`config.mk`:
```
export PLATFORM = sky130hd
export DESIGN_NAME = seq_alu
export DESIGN_NICKNAME = d
export VERILOG_FILES = /design/src/rtl/seq_alu_pkg.sv /design/src/rtl/seq_alu_mul.sv /design/src/rtl/seq_alu.sv
export SDC_FILE = /design/constraint.sdc
export NUM_CORES = 1
export LEC_CHECK = 0
export CORE_MARGIN = 3
export CORE_UTILIZATION = 45
export DETAILED_ROUTE_END_ITERATION = 8
export PLACE_DENSITY = 0.71
export SLEW_MARGIN = 40
export SYNTH_ARGS = -nofsm -noshare
export SYNTH_HDL_FRONTEND = slang
export SYNTH_HIERARCHICAL = 1
export SYNTH_SLANG_ARGS = --single-unit
```
`constraint.sdc`:
```
create_clock -name clk -period 7.9 [get_ports clk]
set_input_delay 1.58 -clock clk [delete_from_list [all_inputs] [get_ports clk]]
set_output_delay 1.58 -clock clk [all_outputs]
set_load 0.01 [all_outputs]
```
`src/rtl/seq_alu_pkg.sv`:
```
`default_nettype none
// ============================================================================
// Module      : seq_alu_pkg
// Description : Shared opcode and state encodings for the sequential ALU.
// Revision    : 1.0 - initial release
// ============================================================================
package seq_alu_pkg;

  localparam logic [2:0] OP_ADD = 3'd0;
  localparam logic [2:0] OP_ADC = 3'd1;
  localparam logic [2:0] OP_SUB = 3'd2;
  localparam logic [2:0] OP_SBC = 3'd3;
  localparam logic [2:0] OP_AND = 3'd4;
  localparam logic [2:0] OP_OR  = 3'd5;
  localparam logic [2:0] OP_XOR = 3'd6;
  localparam logic [2:0] OP_MUL = 3'd7;

  typedef enum logic {
    ST_IDLE = 1'b0,
    ST_MUL  = 1'b1
  } state_t;

endpackage
`default_nettype wire

```
`src/rtl/seq_alu_mul.sv`:
```
`default_nettype none
// ============================================================================
// Module      : seq_alu_mul
// Description : WIDTH-iteration unsigned shift-add multiplier. i_load latches
//               the operands and clears the accumulator; each i_step adds one
//               partial product. o_product already includes the current
//               step's contribution, so it is the full product while o_done.
// Revision    : 1.0 - initial release
// ============================================================================
module seq_alu_mul #(
  parameter int WIDTH = 8
) (
  input  logic               clk,
  input  logic               rst_n,
  input  logic               i_load,
  input  logic               i_step,
  input  logic [WIDTH-1:0]   i_a,
  input  logic [WIDTH-1:0]   i_b,
  output logic               o_done,
  output logic [2*WIDTH-1:0] o_product
);

  localparam int CNT_W = $clog2(WIDTH) + 1;

  logic [2*WIDTH-1:0] r_mcand;
  logic [2*WIDTH-1:0] r_acc;
  logic [WIDTH-1:0]   r_mplier;
  logic [CNT_W-1:0]   r_cnt;
  logic [2*WIDTH-1:0] w_acc_next;

  assign w_acc_next = r_mplier[0] ? (r_acc + r_mcand) : r_acc;
  assign o_product  = w_acc_next;
  assign o_done     = i_step && (r_cnt == CNT_W'(WIDTH - 1));

  // Operand latch, shifting multiplicand/multiplier and the step counter
  always_ff @(posedge clk or negedge rst_n) begin
    if (!rst_n) begin
      r_mcand  <= '0;
      r_acc    <= '0;
      r_mplier <= '0;
      r_cnt    <= '0;
    end else if (i_load) begin
      r_mcand  <= {{WIDTH{1'b0}}, i_a};
      r_acc    <= '0;
      r_mplier <= i_b;
      r_cnt    <= '0;
    end else if (i_step) begin
      r_acc    <= w_acc_next;
      r_mcand  <= r_mcand << 1;
      r_mplier <= r_mplier >> 1;
      r_cnt    <= r_cnt + CNT_W'(1);
    end
  end

endmodule
`default_nettype wire

```
`src/rtl/seq_alu.sv`:
```
`default_nettype none
// ============================================================================
// Module      : seq_alu
// Description : Registered WIDTH-bit ALU with Start/Busy/Done handshake.
//               Add/logic ops complete in one cycle; MUL runs WIDTH cycles in
//               seq_alu_mul while the previous results stay on the outputs.
// Revision    : 1.0 - initial release
// ============================================================================
module seq_alu
  import seq_alu_pkg::*;
#(
  parameter int WIDTH = 8
) (
  input  logic             clk,
  input  logic             rst_n,
  input  logic             Start,
  input  logic [2:0]       Op,
  input  logic [WIDTH-1:0] A,
  input  logic [WIDTH-1:0] B,
  input  logic             Cin,
  output logic             Busy,
  output logic             Done,
  output logic [WIDTH-1:0] Result,
  output logic [WIDTH-1:0] ResultHi,
  output logic             Carry,
  output logic             Overflow,
  output logic             Zero,
  output logic             Negative
);

  state_t             r_state;
  logic               r_busy;
  logic               r_done;
  logic [WIDTH-1:0]   r_result;
  logic [WIDTH-1:0]   r_result_hi;
  logic               r_carry;
  logic               r_overflow;
  logic               r_zero;
  logic               r_negative;

  logic [WIDTH-1:0]   w_b_eff;
  logic               w_cin;
  logic               w_is_arith;
  logic [WIDTH:0]     w_sum;
  logic [WIDTH-1:0]   w_res;
  logic               w_carry;
  logic               w_ovf;
  logic               w_mul_load;
  logic               w_mul_step;
  logic               w_mul_done;
  logic [2*WIDTH-1:0] w_mul_prod;

  assign w_mul_load = (r_state == ST_IDLE) && Start && (Op == OP_MUL);
  assign w_mul_step = (r_state == ST_MUL);

  seq_alu_mul #(.WIDTH(WIDTH)) u_mul (
    .clk       (clk),
    .rst_n     (rst_n),
    .i_load    (w_mul_load),
    .i_step    (w_mul_step),
    .i_a       (A),
    .i_b       (B),
    .o_done    (w_mul_done),
    .o_product (w_mul_prod)
  );

  // Single-cycle datapath: subtraction is A + ~B + carry-in, logic ops bypass the adder
  always_comb begin
    w_b_eff    = B;
    w_cin      = 1'b0;
    w_is_arith = 1'b1;
    case (Op)
      OP_ADD:  w_cin = 1'b0;
      OP_ADC:  w_cin = Cin;
      OP_SUB:  begin w_b_eff = ~B; w_cin = 1'b1; end
      OP_SBC:  begin w_b_eff = ~B; w_cin = Cin;  end
      default: w_is_arith = 1'b0;
    endcase
    w_sum = {1'b0, A} + {1'b0, w_b_eff} + {{WIDTH{1'b0}}, w_cin};
    case (Op)
      OP_AND:  w_res = A & B;
      OP_OR:   w_res = A | B;
      OP_XOR:  w_res = A ^ B;
      default: w_res = w_sum[WIDTH-1:0];
    endcase
    w_carry = w_is_arith && w_sum[WIDTH];
    w_ovf   = w_is_arith && (A[WIDTH-1] == w_b_eff[WIDTH-1])
                         && (w_sum[WIDTH-1] != A[WIDTH-1]);
  end

  // Control state machine with registered result, flag and handshake outputs
  always_ff @(posedge clk or negedge rst_n) begin
    if (!rst_n) begin
      r_state     <= ST_IDLE;
      r_busy      <= 1'b0;
      r_done      <= 1'b0;
      r_result    <= '0;
      r_result_hi <= '0;
      r_carry     <= 1'b0;
      r_overflow  <= 1'b0;
      r_zero      <= 1'b0;
      r_negative  <= 1'b0;
    end else begin
      r_done <= 1'b0;
      case (r_state)
        ST_IDLE: begin
          if (Start) begin
            if (Op == OP_MUL) begin
              r_state <= ST_MUL;
              r_busy  <= 1'b1;
            end else begin
              r_result    <= w_res;
              r_result_hi <= '0;
              r_carry     <= w_carry;
              r_overflow  <= w_ovf;
              r_zero      <= (w_res == '0);
              r_negative  <= w_res[WIDTH-1];
              r_done      <= 1'b1;
            end
          end
        end
        ST_MUL: begin
          if (w_mul_done) begin
            r_state     <= ST_IDLE;
            r_busy      <= 1'b0;
            r_result    <= w_mul_prod[WIDTH-1:0];
            r_result_hi <= w_mul_prod[2*WIDTH-1:WIDTH];
            r_carry     <= |w_mul_prod[2*WIDTH-1:WIDTH];
            r_overflow  <= 1'b0;
            r_zero      <= (w_mul_prod == '0);
            r_negative  <= w_mul_prod[WIDTH-1];
            r_done      <= 1'b1;
          end
        end
        default: r_state <= ST_IDLE;
      endcase
    end
  end

  assign Busy     = r_busy;
  assign Done     = r_done;
  assign Result   = r_result;
  assign ResultHi = r_result_hi;
  assign Carry    = r_carry;
  assign Overflow = r_overflow;
  assign Zero     = r_zero;
  assign Negative = r_negative;

endmodule
`default_nettype wire

```
==> impl_metrics.tcl <==
set metrics [dict create \
    wl_per_cell_um 16.58 \
    io_pins 45 \
    internal-power_mw 1.053 \
    drt_pass1_iterations 4 \
    max_freq_mhz 203.5 \
    fillCellCount 1000 \
    required_ns 8.16 \
    clkPwrFrac_pct 14.7 \
    syn_area_um2 4918 \
    endpoint_kind "flop" \
    drv_cap 0 \
    yosysSeqAreaShare_pct 33.58 \
    critPathKind "in -> reg" \
    yosys_warnings 6 \
    status "finished, final reports clean" \
    min_period_over_period_pct 62.21 \
    drive_gt1_share_pct 9.466 \
    synth-edff-count 0 \
    maxSlewViolCount 0 \
    grt_pass1_vias 4095 \
    die-height_um 110.5 \
    holdWs_ns 0.4764 \
    max_slew_margin_pct 49.99 \
    seqPwrFrac_pct 31.1 \
    synthArstFlopShare_pct 100.0 \
    gp_routability_congestion 0.9049 \
    p_total_mw 1.865 \
    start_kind "input pin" \
    cts-buffers-inserted 9 \
    p_switching_mw 0.8115 \
    post_cts_resized 0 \
    clk_latency_ns 0.35 \
    synth_flop_cell "dfrtp_1" \
    post-cts-setup-buffers 0 \
    synth_top_area_cell "dfrtp_1" \
    htree_levels 3 \
    dieArea_um2 12220 \
    rsz0062_at_grt "false" \
    cts_tree "built" \
    p_leak_nw 2.554 \
    finalNonFillerCells 717 \
    hpwlAfterDp_um 8973 \
    num_antenna_cells 0 \
    ys_top_cells_by_area "dfrtp_1, ha_1, mux2i_1" \
    first_iter_violations 258 \
    cts_hold_buf 0 \
    wirelength_um 11890 \
    worst-path-max-fanout 15 \
    start_util_pct 47.01 \
    row_count 37 \
    io_buffers 44 \
    ir_drop_v 0.0001550 \
    netSwitchingFraction_pct 43.52 \
    clockBufferDepth 2 \
    grt_pass1_wl_um 20640 \
    ys_seq_elements 66 \
    netlist.area_leader.share_pct 33.58 \
    ys_types 71 \
    worst_pin_slew_ns 0.7457 \
    finClkSkew_ns 0.01244 \
    drc_errors 0 \
    grt_max_degree 67 \
    tns_ns 0 \
    antenna_found_initial 0 \
    synth_nets 609 \
    syn_to_final_growth_pct 14.50 \
    postSynthAreaPerCell_um2 9.041 \
    die_w_um 110.5 \
    finalSetupViolCount 0 \
    holdCritPathClass "reg -> reg" \
    core_region_area_um2 10460 \
    antenna_left 0 \
    cts_root_buf "clkbuf_8" \
    nets 641 \
    ys_top_cells_by_count "nand2_1, dfrtp_1, ha_1" \
    place_inst 701 \
    vias 4077 \
    track_usage_pct 20.23 \
    hold_viol_final 0 \
    syn_inst 544 \
    clk_pin_slew_ns 0.09 \
    power-per-cell-area_nw_per_um2 331.1 \
    comb_power_share_pct 54.2 \
    drt-vias-per-instance 5.686 \
    cp.arrival_ns 5.18 \
    grt_overflow_total 0 \
    cts_sinks 66 \
    yosysMostFrequentCell "nand2_1" \
    finalCriticalPeriod_ns 4.914 \
]
-- worst max-delay path, cell delays in order --
cell	delay (ns)
clkdlybuf4s50_1	0.89
nand2b_1	0.43
xnor2_1	0.31
fa_1	0.23
inv_1	0.06
fa_1	0.42
a21o_1	0.19
a2111oi_0	0.43
a211oi_1	0.13
nor3_2	0.14
nand4b_1	0.13
o31ai_2	0.22
-- cells by family after synthesis --
logic type               Yosys count  share of synthesized area [%]
flip-flops                        66                          33.58
AO/OA/AOI/OAI                    126                          17.43
XOR/XNOR                          25                          4.452
multiplexers                      55                          11.63
adder cells (fa/ha/maj)           42                          11.14
buffers and inverters             52                          4.452
AND/OR/NAND/NOR                  178                          17.32
-- cells in the final DEF, fill, tap and decap left out, drive strengths merged, types with 5 or more instances in the layout --
master and instances:
a211oi 8, a21o 10, a21oi 27, buf 6, clkbuf 10, clkdlybuf4s50 43
dfrtp 66, ha 39, inv 25, mux2 17, mux2i 38, nand2 71
nand2b 5, nand3 12, nand4 5, nor2 39, nor3 10, nor4 7
o21a 7, o21ai 36, or3 6, xnor2 21
-- final cells by class --
cell class	instances	area [um^2]	share of cell area (%)
Clock buffer	10	137.6	2.444
Clock inverter	6	48.80	0.8665
Inverter	24	90.09	1.600
Multi-Input combinational cell	426	3055	54.25
Sequential cell	66	1653	29.35
Tap cell	136	170.2	3.022
Timing Repair Buffer	49	476.7	8.465
-- path summary, 6_finish.rpt --
| kind | startpoint | endpoint | slack, ns | cells after the start |
|---|---|---|---|---|
| worst max-delay path | Op[1] | Zero | 2.99 | 12 |
| worst min-delay path | ResultHi[2] | ResultHi[2] | 0.48 | 2 |
| worst max register to register | u_mul/r_mcand[0] | Carry | 4.46 | 13 |
| worst min register to register | ResultHi[2] | ResultHi[2] | 0.48 | 2 |
| max in group asynchronous | rst_n | r_state | 6.14 | 2 |
| min in group asynchronous | rst_n | u_mul/r_acc[13] | 1.31 | 2 |
-- routing by layer --
layer / up-vias / part of all wire, % / GRT usage [%]
met1: 1976 / 44 / 25.77
met4: 0 / 1.8 / 5.255
met5: - / 0 / 0
met2: 82 / 50 / 34.99
met3: 18 / 3.6 / 4.110
li1: 2001 / - / -
-- per-stage QoR --
stage          setup slack, ns  instance area (um^2)  utilization, %
3_3_place_gp             2.750                  5441           52.01
2_1_floorplan            3.732                  4918               -
6_report                 2.986                  5632           53.83
5_1_grt                  2.595                  5632           53.83
4_1_cts                  2.998                  5628           53.79
3_5_place_dp             2.641                  5441           52.01
-- state kept, by name, indices dropped and copies added (netlist names) --
register	count
u_mul/r_mcand	16
Carry	1
Overflow	1
r_state	1
u_mul/r_acc	16
Busy	1
ResultHi	8
u_mul/r_cnt	4
Negative	1
Done	1
u_mul/r_mplier	8
Zero	1
Result	7
-- power groups by stage --
stage	logic, mW	clock network, mW	registers, mW
after floorplan	0.739	0	0.566
after global routing	1.12	0.297	0.599
after CTS	1.01	0.279	0.579
final	1.01	0.274	0.580
after global placement	0.980	0	0.577
after detailed placement	1.01	0	0.584
Note: power is estimated with default switching activity, not from simulation.
